===== src/rtl/line_fifo_ctrl.sv =====
// Line-buffer ring controller: sequences pixel writes into LINE_NUM banks and retires lines on Cal pops.
// Write strobe is combinational (0-cycle latency); inReady drops when all banks hold complete lines.
module line_fifo_ctrl #(
  parameter int ADDRESS_WIDTH = 11,
  parameter int BUFFER_SIZE   = 3,
  parameter int LINE_NUM      = 4,
  parameter int BANK_WIDTH    = 2
) (
  input  logic                     clk,
  input  logic                     rst,
  input  logic [ADDRESS_WIDTH-1:0] inXNum,
  input  logic [ADDRESS_WIDTH-1:0] inYNum,
  input  logic                     inVS,
  input  logic                     dInEn,
  output logic                     inReady,
  output logic                     ramWrEn,
  output logic [BANK_WIDTH-1:0]    ramWrBank,
  output logic [ADDRESS_WIDTH-1:0] ramAddrIn,
  input  logic                     jmp1,
  input  logic                     jmp2,
  output logic [BUFFER_SIZE-1:0]   fifoNum,
  output logic [BANK_WIDTH-1:0]    rdBank0,
  output logic [BANK_WIDTH-1:0]    rdBank1,
  output logic                     overflow,
  output logic                     underflow
);

  localparam logic [1:0] S_IDLE  = 2'd0;
  localparam logic [1:0] S_RUN   = 2'd1;
  localparam logic [1:0] S_DRAIN = 2'd2;
  localparam logic [BUFFER_SIZE-1:0] LINES = BUFFER_SIZE'(LINE_NUM);

  logic [1:0]               state_q, state_d;
  logic [BANK_WIDTH-1:0]    wr_bank_q, wr_bank_d;
  logic [ADDRESS_WIDTH-1:0] addr_q, addr_d;
  logic [BUFFER_SIZE-1:0]   complete_q, complete_d;
  logic [BANK_WIDTH-1:0]    head_q, head_d;
  logic [ADDRESS_WIDTH-1:0] line_cnt_q, line_cnt_d;
  logic                     overflow_q, overflow_d;
  logic                     underflow_q, underflow_d;

  logic [BANK_WIDTH-1:0]    base_bank;
  logic [ADDRESS_WIDTH-1:0] base_addr;
  logic [ADDRESS_WIDTH-1:0] base_cnt;
  logic [BUFFER_SIZE-1:0]   base_complete;
  logic [BANK_WIDTH-1:0]    base_head;
  logic [BUFFER_SIZE-1:0]   req;
  logic [BUFFER_SIZE-1:0]   pop;
  logic                     accept;
  logic                     line_end;

  assign inReady = inVS | ((state_q == S_RUN) && (complete_q < LINES));
  assign ramWrEn = dInEn & inReady;

  // inVS restarts the frame in the same cycle, so a coincident pixel lands at bank 0 / address 0.
  assign base_bank     = inVS ? '0 : wr_bank_q;
  assign base_addr     = inVS ? '0 : addr_q;
  assign base_cnt      = inVS ? '0 : line_cnt_q;
  assign base_complete = inVS ? '0 : complete_q;
  assign base_head     = inVS ? '0 : head_q;

  assign ramWrBank = base_bank;
  assign ramAddrIn = base_addr;
  assign fifoNum   = complete_q + BUFFER_SIZE'(addr_q != '0);
  assign rdBank0   = head_q;
  assign rdBank1   = head_q + BANK_WIDTH'(1);
  assign overflow  = overflow_q;
  assign underflow = underflow_q;

  always_comb begin
    state_d     = state_q;
    wr_bank_d   = base_bank;
    addr_d      = base_addr;
    line_cnt_d  = base_cnt;
    overflow_d  = inVS ? 1'b0 : overflow_q;
    underflow_d = inVS ? 1'b0 : underflow_q;
    accept      = dInEn & inReady;
    line_end    = accept && (base_addr == inXNum - ADDRESS_WIDTH'(1));
    req         = jmp2 ? BUFFER_SIZE'(2) : (jmp1 ? BUFFER_SIZE'(1) : '0);
    pop         = '0;

    if (inVS) begin
      state_d = S_RUN;
    end

    if (accept) begin
      if (line_end) begin
        addr_d     = '0;
        wr_bank_d  = base_bank + BANK_WIDTH'(1);
        line_cnt_d = base_cnt + ADDRESS_WIDTH'(1);
        if (base_cnt + ADDRESS_WIDTH'(1) == inYNum) begin
          state_d = S_DRAIN;
        end
      end else begin
        addr_d = base_addr + ADDRESS_WIDTH'(1);
      end
    end

    if (!inVS && (state_q == S_RUN) && dInEn && !inReady) begin
      overflow_d = 1'b1;
    end

    // Pops are limited to lines completed before this cycle's write.
    if (!inVS && ((state_q == S_RUN) || (state_q == S_DRAIN))) begin
      if (req > complete_q) begin
        pop         = complete_q;
        underflow_d = 1'b1;
      end else begin
        pop = req;
      end
    end

    complete_d = base_complete + BUFFER_SIZE'(line_end) - pop;
    head_d     = base_head + pop[BANK_WIDTH-1:0];
  end

  always_ff @(posedge clk) begin
    if (rst) begin
      state_q     <= S_IDLE;
      wr_bank_q   <= '0;
      addr_q      <= '0;
      complete_q  <= '0;
      head_q      <= '0;
      line_cnt_q  <= '0;
      overflow_q  <= 1'b0;
      underflow_q <= 1'b0;
    end else begin
      state_q     <= state_d;
      wr_bank_q   <= wr_bank_d;
      addr_q      <= addr_d;
      complete_q  <= complete_d;
      head_q      <= head_d;
      line_cnt_q  <= line_cnt_d;
      overflow_q  <= overflow_d;
      underflow_q <= underflow_d;
    end
  end

endmodule


===== config.mk =====
export PLATFORM = sky130hd
export DESIGN_NAME = line_fifo_ctrl
export DESIGN_NICKNAME = d
export VERILOG_FILES = /design/src/rtl/line_fifo_ctrl.sv
export SDC_FILE = /design/constraint.sdc
export NUM_CORES = 1
export LEC_CHECK = 0
export ABC_AREA = 1
export BUFFER_PORTS_ARGS = -buffer_cell sky130_fd_sc_hd__buf_2
export CAP_MARGIN = 10
export CORE_UTILIZATION = 45
export CTS_BUF_LIST = sky130_fd_sc_hd__clkbuf_8
export CTS_CLUSTER_SIZE = 28
export DETAILED_ROUTE_END_ITERATION = 6
export PLACE_DENSITY = 0.69
export RECOVER_POWER = 50
export SYNTH_ARGS = -nofsm -noshare
export SYNTH_HDL_FRONTEND = slang
export SYNTH_SLANG_ARGS = --single-unit

===== constraint.sdc =====
create_clock -name clk -period 3.1 [get_ports clk]
set_input_delay 0.465 -clock clk [delete_from_list [all_inputs] [get_ports clk]]
set_output_delay 0.465 -clock clk [all_outputs]
set_load 0.01 [all_outputs]

After elaboration in Yosys (flattened, before gate mapping). Cells that the tools add are included.

Register bits: 33. Latch bits: 0. Bits in writable memories: 0. Bits in read-only memories: 0. Input bits: 28. Output and inout bits: 24. Logic and storage cells: 60. Memories kept: 0.

$add $sub $neg: 9. $mul: 0. Divide/modulo/power cells: 0. Order comparisons: 2. Equality and inequality tests: 4. Shifts and indexed selects: 0. Mux-type cells: 24. Bitwise logic cells: 2. Reduce and logical (&&, ||, !) cells: 11.

Operators with widths (number): $mux 11 (6); $add 11x1->11 const B (2); $eq 11x11->1 (2); $mux 2 (9); $reduce_bool 11->1 (1); $sub 11x1->11 const B (1); $mux 3 (3); $add 3x1->3 (2); $logic_and 1x1->1 (6); $mux 1 (6); $add 2x1->2 const B (2); $gt 2x3->1 (1); $lt 3x3->1 const B (1); $sub 3x3->3 (1); $add 2x2->2 (1); $eq 2x1->1 const B (1); $eq 2x2->1 const B (1); $logic_not 1->1 (2); $reduce_bool 2->1 (1); $and 1x1->1 (1); $logic_or 1x1->1 (1); $or 1x1->1 (1).

Logic depth before layout (Yosys ltp). Gate-level depths: netlist (run 1).

Depth after elaboration: 7. Depth in mapped cells: 20. Mapped depth without buffers: 19.

Worst setup path after synthesis (run 1). OpenSTA, ideal clock, no wires.

Path kind: input -> register. Start point: input inXNum[0]. End point: register complete_q[2]. Arrival time: 2841 ps. Required time: 2977 ps. Slack: 136 ps. Stages: 20. Cells stage by stage: inv_1 -> ha_1 -> nand2_1 -> nor2_2 -> nand2_1 -> nand2_1 -> nand2_1 -> nand2_1 -> nand2_1 -> nor2_1 -> nand3_4 -> buf_6 -> ha_1 -> inv_1 -> ha_1 -> inv_1 -> fa_1 -> xor2_1 -> o21ai_0 -> a21oi_1.

Longest elaborated chain between the ends: 5.

RTL lines: from (decl) (line 11) `input logic [ADDRESS_WIDTH-1:0] inXNum,`; $sub 11x1->11 (line 78) `line_end = accept && (base_addr == inXNum - ADDRESS_WIDTH'(1));`; $eq 11x11->1 (line 78); $logic_and 1x1->1 (line 78); $add 3x1->3 (line 113) `complete_d = base_complete + BUFFER_SIZE'(line_end) - pop;`; $sub 3x3->3 (line 113); to (signal assigned) (line 131) `complete_q <= complete_d;`; to (decl) (line 36) `logic [BUFFER_SIZE-1:0] complete_q, complete_d;`.

No other way between the ends. A chain may end at the register's enable or synchronous reset.

Worst setup path in the final report (run 1).
Start point: register complete_q[1]. End point: register complete_q[2].

Longest elaborated chain between the ends: 7. Elaborated cells between the ends (all ways): 11. Classes of those cells: add/sub: 2; order compare: 2; mux: 3; bitwise: 2; reduce/logical: 2.

RTL lines: $lt 3x3->1 (line 52) `assign inReady = inVS | ((state_q == S_RUN) && (complete_q < LINES));`; $logic_and 1x1->1 (line 52); $or 1x1->1 (line 52); $and 1x1->1 (line 77) `accept = dInEn & inReady;`; $logic_and 1x1->1 (line 78); $add 3x1->3 (line 113); $sub 3x3->3 * (line 113).

Mark *: on every way between the ends. The rest lies on a longest branch, timed or not.

==> results of run 1 <==
layer usage:
| metal | vias to the layer above | global-route usage [%] |
|---|---|---|
| li1 | 1546 | - |
| met1 | 1311 | 27.5 |
| met2 | 76 | 40.8 |
| met3 | 13 | 2.81 |
| met4 | 0 | 8.75 |
| met5 | - | 0 |
cell type report:
| cell class | instances | share of cell area [%] |
|---|---|---|
| Clock buffer | 6 | 2.60 |
| Tap cell | 75 | 2.95 |
| Inverter | 70 | 8.27 |
| Sequential cell | 33 | 20.8 |
| Multi-Input combinational cell | 344 | 56.6 |
| Timing Repair Buffer | 57 | 8.70 |
| Clock inverter | 1 | 0.118 |
cells by family (layout without fill, tap and decap cells):
group	after synthesis	in the layout	synth area share, %
buffers and inverters	79	134	12.1
flip-flops	33	33	23.5
XOR/XNOR	14	14	4.85
adder cells (fa/ha/maj)	13	13	6.05
AO/OA/AOI/OAI	37	37	7.96
AND/OR/NAND/NOR	280	280	45.5
cell usage in the layout, fill, tap and decap left out, types with 2 or more instances in the layout:
| cell type | count |
|---|---|
| ha_1 | 12 |
| nand3_1 | 40 |
| nand2_2 | 4 |
| nand3b_1 | 8 |
| nor2_2 | 9 |
| a21oi_1 | 17 |
| o21ai_0 | 6 |
| nand2_1 | 135 |
| dfxtp_1 | 33 |
| buf_4 | 5 |
| nor3_2 | 3 |
| o21a_1 | 2 |
| clkbuf_8 | 6 |
| nor2_4 | 2 |
| nor2_1 | 59 |
| buf_2 | 35 |
| clkbuf_1 | 17 |
| nand4_1 | 5 |
| nor3b_1 | 2 |
| o21ai_1 | 4 |
| inv_1 | 70 |
| xor2_1 | 12 |
| nor3_1 | 7 |
| a211oi_2 | 2 |
| nor4_1 | 2 |
per-stage QoR:
stage                     hold WS [ns]  util (%)  setup WS [ns]  power [uW]
after global placement           0.456      52.2          0.152         637
after detailed placement         0.460      52.2        -0.0248         642
after global routing             0.475      53.0         0.0161         999
final                            0.460      53.0          0.261         945
after floorplan                  0.443         -          0.136         582
after CTS                        0.456      53.7          0.266         963
sequential cells by signal, summed over array words and instances (netlist names):
name,count
addr_q,11
complete_q,3
line_cnt_q,11
overflow,1
rdBank0,2
state_q,2
underflow,1
wr_bank_q,2
worst min-delay path: stages:
cell and delay [ns]:
buf_2 0.11, nand3_1 0.07, a21oi_1 0.05
power breakdown:
group / total (uW) / switching, uW / internal, uW
sequential: 441 / 7.89 / 434
combinational: 187 / 116 / 70.4
clock: 317 / 144 / 173
final timing paths:
kind	slack, ns	endpoint
worst max-delay path	0.26	complete_q[2]$_SDFF_PP0_
worst min-delay path	0.46	overflow$_SDFFE_PP0P_
worst max register to register	0.26	complete_q[2]$_SDFF_PP0_
worst min register to register	0.47	overflow$_SDFFE_PP0P_
==> run metrics, run 1 <==
placed cell count=579; Setup violations, final=0; r2r worst-path depth=15; maxcap violations=0; # Post-CTS Setup Buffers=0; initial antenna violation count=0; # DRC=0; dpl hpwl=5440 um; Cell Area, Synth=0.00281 sq mm; run status=completed; hold path cells=3; met2 routed WL=about 3200 um; Mapped Nets=497; H-tree depth=2; via-per-instance ratio=about 5.0; HP Start=dInEn; total CTS buffers=5; Clock Sinks=33; root buffer cell=clkbuf_8; Crit Path Max Fanout=5; synth cell count leaders=nand2_1 (134), inv_1 (69), nor2_1 (56), nand3_1 (40), dfxtp_1 (33); Clk Latency, worst-skew pair=0.28 ns; Slowest cell on crit path=fa_1; CP startpoint=complete_q[1]$_SDFF_PP0_; sequential-to-total area share from yosys stat=23.5%; gr ovfl total=0; Post-synth top flop=dfxtp_1; area of the core=between 0.005 and 0.006 sq mm; Hold WC Path Type=in -> reg; Ports=52; Cell Rows=28; Max Slew Vio Count=0; Max Used Layer=met4; final non-filler cell total=586; wire length of the first global-routing pass=approximately 12000 um; Final TNS setup=0 ns; Clock Path Buffers=2; nets=around 550; die width=between 80 and 90 um; minimum clock period=2.84 ns; Startpoint Class=register; # port buffers=51; Req. time, crit path=3.26 ns; Total GRT Usage=22.8%; Slew HR=59.7%; ys async rst share=0%; share of cells above drive strength 1=13.9%; Bufs and invs on worst path=4; Synth warnings=0; Top delay family on crit path=adder cells; worst clock skew=0.00513 ns; cell area after layout=between 0.003 and 0.004 sq mm; via count=slightly below 3000; PwrDens=297 mW/mm^2; initial core utilization=47.0%; routability congestion estimate=0.839; met3 WL post-DR=363 um; fillers=611; number of global-route vias before repair=2748; CTS tree=built; met1 wire length=roughly 3100 um; largest area contributor in the netlist=dfxtp_1; post-synth top area share=23.5%; cts hold-fix bufs=0; Fin. Hold Viols=0; area grow syn2layout=12.9%; critical path type=reg -> reg; post-cts gate resize count=0; unrepaired setup endpoints after global routing=no; Peak VDD IR=0.243 mV; Yosys cell types=39; Multi-input gate area=0.00180 sq mm; antenna viol nets, final=0; largest net degree at the start of global routing=20; Placed Area=roughly 0.0031 sq mm; leading post-synthesis cells by cell area=dfxtp_1 (23%), nand2_1 (18%), inv_1 (9.2%), nor2_1 (7.5%), nand3_1 (7.1%); reg2reg start=complete_q[1]$_SDFF_PP0_; Max stage delay on crit path=0.36 ns; Syn Inst Count=between 400 and 500; crit path cell chain=inv_1 > ha_1 > inv_1 > o21bai_1 > and2_1 > o21ai_0 > a21oi_1 > ha_1 > inv_1 > ha_1 > inv_1 > fa_1 > xor2_1 > o21ai_0 > a21oi_1; Sequential Area=661 sq um; Avg WL per Cell=11.6 um; critical path arrival=approximately 3 ns; Post-Syn Area per Cell=6.17 sq um; DR pass1 iterations=4; count leader, synth=nand2_1; Post-synth EDFFs=0; wirelength, routed=6780 um; Clock transition at path regs=0.06 ns; Leak=about 0.0016 uW; Max Fclk=352 MHz; DRT iter0 DRCs=191; worst-margin pin slew=between 0.6 and 0.7 ns; cell mode on critical path=inv_1; die area=0.00657 sq mm; register bit total from synthesis=33; CP endpoint kind=register; Ant. Diodes=0; DIE HEIGHT=around 81 um; total stage count of the critical path=15; crit share post-route=between 90% and 100%
No activity file was read; power rests on OpenSTA's default activity.
==> inputs of run 2 (changes only) <==
--- a/config.mk
+++ b/config.mk
@@ -5,14 +5,13 @@
 export SDC_FILE = /design/constraint.sdc
 export NUM_CORES = 1
 export LEC_CHECK = 0
-export ABC_AREA = 1
 export BUFFER_PORTS_ARGS = -buffer_cell sky130_fd_sc_hd__buf_2
 export CAP_MARGIN = 10
 export CORE_UTILIZATION = 45
 export CTS_BUF_LIST = sky130_fd_sc_hd__clkbuf_8
 export CTS_CLUSTER_SIZE = 28
 export DETAILED_ROUTE_END_ITERATION = 6
-export PLACE_DENSITY = 0.69
+export PLACE_DENSITY = 0.7
 export RECOVER_POWER = 50
 export SYNTH_ARGS = -nofsm -noshare
 export SYNTH_HDL_FRONTEND = slang
==> run 2 against run 1 <==
Compared with the run above:
- sequential cell count unchanged
- non-clock buffer count up 34
- register-to-register slack worse by 0.12 ns
- clock-buffer cell count down 1
- critical path depth up 1
- worst hold slack better by 0.010 ns
- highest routed layer unchanged
- clock power about the same
- die area down 7.9%
- largest power group unchanged
- maximum frequency down 7.1%
- largest cell class unchanged
- critical endpoint unchanged
- global-route usage down 0.59 points
- critical path type is now in -> reg
- first-iteration DRC count down 14%
==> run metrics, run 2 <==
Setup violations, final=0 (unchanged); Startpoint Class=input pin (was register); DIE HEIGHT=77.8 um (was 81.1 um); Yosys cell types=55 (was 39); initial antenna violation count=0 (unchanged); Clock Path Buffers=2 (unchanged); minimum clock period=3.06 ns (was 2.84 ns); Slowest cell on crit path=or4b_4 (was fa_1); r2r worst-path depth=13 (was 15); maxcap violations=0 (unchanged); wire length of the first global-routing pass=10700 um (was 11700 um); DRT iter0 DRCs=164 (was 191); crit share post-route=98.6% (was 91.6%); Max Fclk=327 MHz (was 352 MHz); die width=77.8 um (was 81.1 um); area of the core=0.00551 sq mm (was 0.00599 sq mm); Ant. Diodes=0 (unchanged); cell area after layout=0.00334 sq mm (was 0.00318 sq mm); initial core utilization=46.9% (was 47.0%); Avg WL per Cell=13.8 um (was 11.6 um); most common cell after layout, fill and taps aside=buf_2 (was nand2_1); final non-filler cell total=469 (was 586); placed cell count=460 (was 579); PwrDens=281 mW/mm^2 (was 297 mW/mm^2); reg-to-reg slack, setup=0.14 ns (was 0.26 ns); Net Sw Power=263 uW (was 269 uW); leading post-synthesis cells by cell area=dfxtp_1 (26%), xnor2_1 (8.8%), ha_1 (5.8%), nor2b_1 (5.8%), xor2_1 (5.1%) (was dfxtp_1 (23%), nand2_1 (18%), inv_1 (9.2%), nor2_1 (7.5%), nand3_1 (7.1%)); largest net degree at the start of global routing=20 (unchanged); area grow syn2layout=29.1% (was 12.9%); critical path type=in -> reg (was reg -> reg); via count=2483 (was 2946); fillers=525 (was 611); Max stage delay on crit path=0.49 ns (was 0.36 ns); Clock Sinks=33 (unchanged); sequential-to-total area share from yosys stat=25.6% (was 23.5%); Comb pwr share=20.2% (was 19.8%); Multi-input gate area=0.00186 sq mm (was 0.00180 sq mm); Peak VDD IR=0.252 mV (was 0.243 mV); reg2reg start=addr_q[10]$_SDFF_PP0_ (was complete_q[1]$_SDFF_PP0_); Placed Area=0.00321 sq mm (was 0.00313 sq mm); run status=completed (unchanged); Clk Latency, worst-skew pair=0.29 ns (was 0.28 ns); Crit Path Max Fanout=3 (was 5); Req. time, crit path=3.27 ns (was 3.26 ns); DR pass1 iterations=6 (was 4); routability congestion estimate=0.803 (was 0.839); wirelength, routed=6480 um (was 6780 um); Syn Inst Count=314 (was 456); Sequential Area=661 sq um (unchanged); total CTS buffers=5 (unchanged); critical path arrival=3.23 ns (was 3.00 ns); synth cell count leaders=dfxtp_1 (33), nor2_1 (33), xnor2_1 (26), nor2b_1 (24) (was nand2_1 (134), inv_1 (69), nor2_1 (56), nand3_1 (40), dfxtp_1 (33)); cts hold-fix bufs=0 (unchanged); dpl hpwl=5060 um (was 5440 um); ys async rst share=0% (unchanged); Ports=52 (unchanged); worst clock skew=0.0102 ns (was 0.00513 ns); Post-Syn Area per Cell=8.23 sq um (was 6.17 sq um); hold slack=0.470 ns (was 0.460 ns); Clock Power Share=33.5% (about the same); Post-synth EDFFs=0 (unchanged); CTS tree=built (unchanged); CP endpoint kind=register (unchanged); unrepaired setup endpoints after global routing=yes (was no); worst-margin pin slew=0.417 ns (was 0.604 ns); share of cells above drive strength 1=31.0% (was 13.9%); register bit total from synthesis=33 (unchanged); post-synth top area share=25.6% (was 23.5%); Sequential Power Share=46.3% (was 46.7%); Leak=0.00141 uW (was 0.00162 uW); # port buffers=51 (unchanged); Worst R2R End=complete_q[2]$_SDFF_PP0_ (unchanged); gr ovfl total=0 (unchanged); Worst Setup EP=complete_q[2]$_SDFF_PP0_ (unchanged); Clock transition at path regs=0.07 ns (was 0.06 ns); Synth warnings=0 (unchanged); antenna viol nets, final=0 (unchanged); Hold WC Path Type=reg -> reg (was in -> reg); Post-synth top flop=dfxtp_1 (unchanged); largest area contributor in the netlist=dfxtp_1 (unchanged); Int Power=675 uW (was 676 uW); Switching Share=28.1% (was 28.4%); Max Slew Vio Count=0 (unchanged); Total GRT Usage=22.2% (was 22.8%); root buffer cell=clkbuf_8 (unchanged); total power=938 uW (was 945 uW); Cell Area, Synth=0.00258 sq mm (was 0.00281 sq mm); crit path cell chain=buf_12 > inv_16 > ha_4 > or4b_4 > xnor2_2 > or3_1 > nand3_2 > nand4_1 > ha_4 > inv_4 > ha_4 > inv_2 > fa_2 > xor2_1 > xnor2_1 > nor2_1 (was inv_1 > ha_1 > inv_1 > o21bai_1 > and2_1 > o21ai_0 > a21oi_1 > ha_1 > inv_1 > ha_1 > inv_1 > fa_1 > xor2_1 > o21ai_0 > a21oi_1); die area=0.00605 sq mm (was 0.00657 sq mm); cell mode on critical path=ha_4 (was inv_1); Fin. Hold Viols=0 (unchanged); nets=437 (was 552); # DRC=0 (unchanged); Mapped Nets=355 (was 497); Cell Rows=27 (was 28); H-tree depth=2 (unchanged); Slew HR=72.2% (was 59.7%); number of global-route vias before repair=2354 (was 2748); CP startpoint=inXNum[0] (was complete_q[1]$_SDFF_PP0_); most frequent cells in the layout=buf_2 (43), buf_4 (40), nor2_1 (33), dfxtp_1 (33), nor2b_1 (25) (was nand2_1 (135), inv_1 (70), nor2_1 (59)); biggest regs=addr_q: 11 flops, line_cnt_q: 11 flops, complete_q: 3 flops (unchanged); via-per-instance ratio=5.29 (was 5.03)
[run 2: changes by cell type after synthesis, sizes merged, moves of 5 or more]
cell / change
nand2: -127
nand3b: -8
or3: +10
xnor2: +28
and3: +5
inv: -57
clkbuf: +6
nor2: -38
nand3: -34
nor2b: +30
[run 2: worst min path at each step]
stage / startpoint / endpoint / slack [ns] / depth (start not counted)
after global placement: overflow$_SDFFE_PP0P_ / overflow$_SDFFE_PP0P_ / 0.45 / 2
after CTS: overflow$_SDFFE_PP0P_ / overflow$_SDFFE_PP0P_ / 0.47 / 2
final: underflow$_SDFF_PP0_ / underflow$_SDFF_PP0_ / 0.47 / 2
after floorplan: state_q[1]$_SDFF_PP0_ / state_q[1]$_SDFF_PP0_ / 0.44 / 2
after detailed placement: overflow$_SDFFE_PP0P_ / overflow$_SDFFE_PP0P_ / 0.46 / 2
after global routing: state_q[1]$_SDFF_PP0_ / state_q[1]$_SDFF_PP0_ / 0.50 / 2
[run 2: repair_timing]
item / CTS / global route
cloned: 0 / 0
setup buffers: 0 / 1
endpoints found under the setup margin: 1 / 2
resized for setup: 2 / 11
endpoints found under the hold margin: 0 / 0
pin swaps: 2 / 9
[run 2: cell families after synthesis]
logic type | synth area share [%]
and+or+nand+nor | 32.7
xor gates and xnor gates | 17.3
AOI/OAI and AO/OA | 11.0
DFF | 25.6
buffers and inverters | 4.89
adders and majority gates | 6.58
muxes | 1.98
[run 2: metrics by stage]
stage          TNS [ns]  setup slack (ns)  utilization (%)
2_1_floorplan    -0.231            -0.188                -
3_3_place_gp     -0.313            -0.228             58.4
3_5_place_dp     -0.491            -0.324             58.4
4_1_cts               0           0.00285             60.0
5_1_grt         -0.0819           -0.0819             60.6
6_report              0            0.0435             60.6
[run 2: critical path, delay by kind of cell]
family                   cells  cell delay (ns)
AND/OR/NAND/NOR              5             1.17
adder cells (fa/ha/maj)      4             0.85
buffers and inverters        4             0.24
XOR/XNOR                     3             0.48
[run 2: final cells by class]
| class | count | share of cell area [%] |
|---|---|---|
| Clock buffer | 5 | 2.06 |
| Clock inverter | 3 | 0.412 |
| Inverter | 13 | 2.25 |
| Multi-Input combinational cell | 252 | 55.7 |
| Sequential cell | 33 | 19.8 |
| Tap cell | 72 | 2.70 |
| Timing Repair Buffer | 91 | 17.1 |
[run 2: power groups by stage]
| stage | sequential, uW | clock [uW] | combinational [uW] |
|---|---|---|---|
| finish | 435 | 315 | 189 |
| global route | 435 | 341 | 209 |
| CTS | 435 | 323 | 184 |
| detailed placement | 444 | 0 | 182 |
| global placement | 444 | 0 | 178 |
| floorplan | 443 | 0 | 106 |
[run 2: routing by layer]
layer  track usage, %  part of all wire (%)
met2             36.8                    47
met3             4.24                   4.2
met4             5.85                  0.93
met1             29.3                    47
met5                0                     0
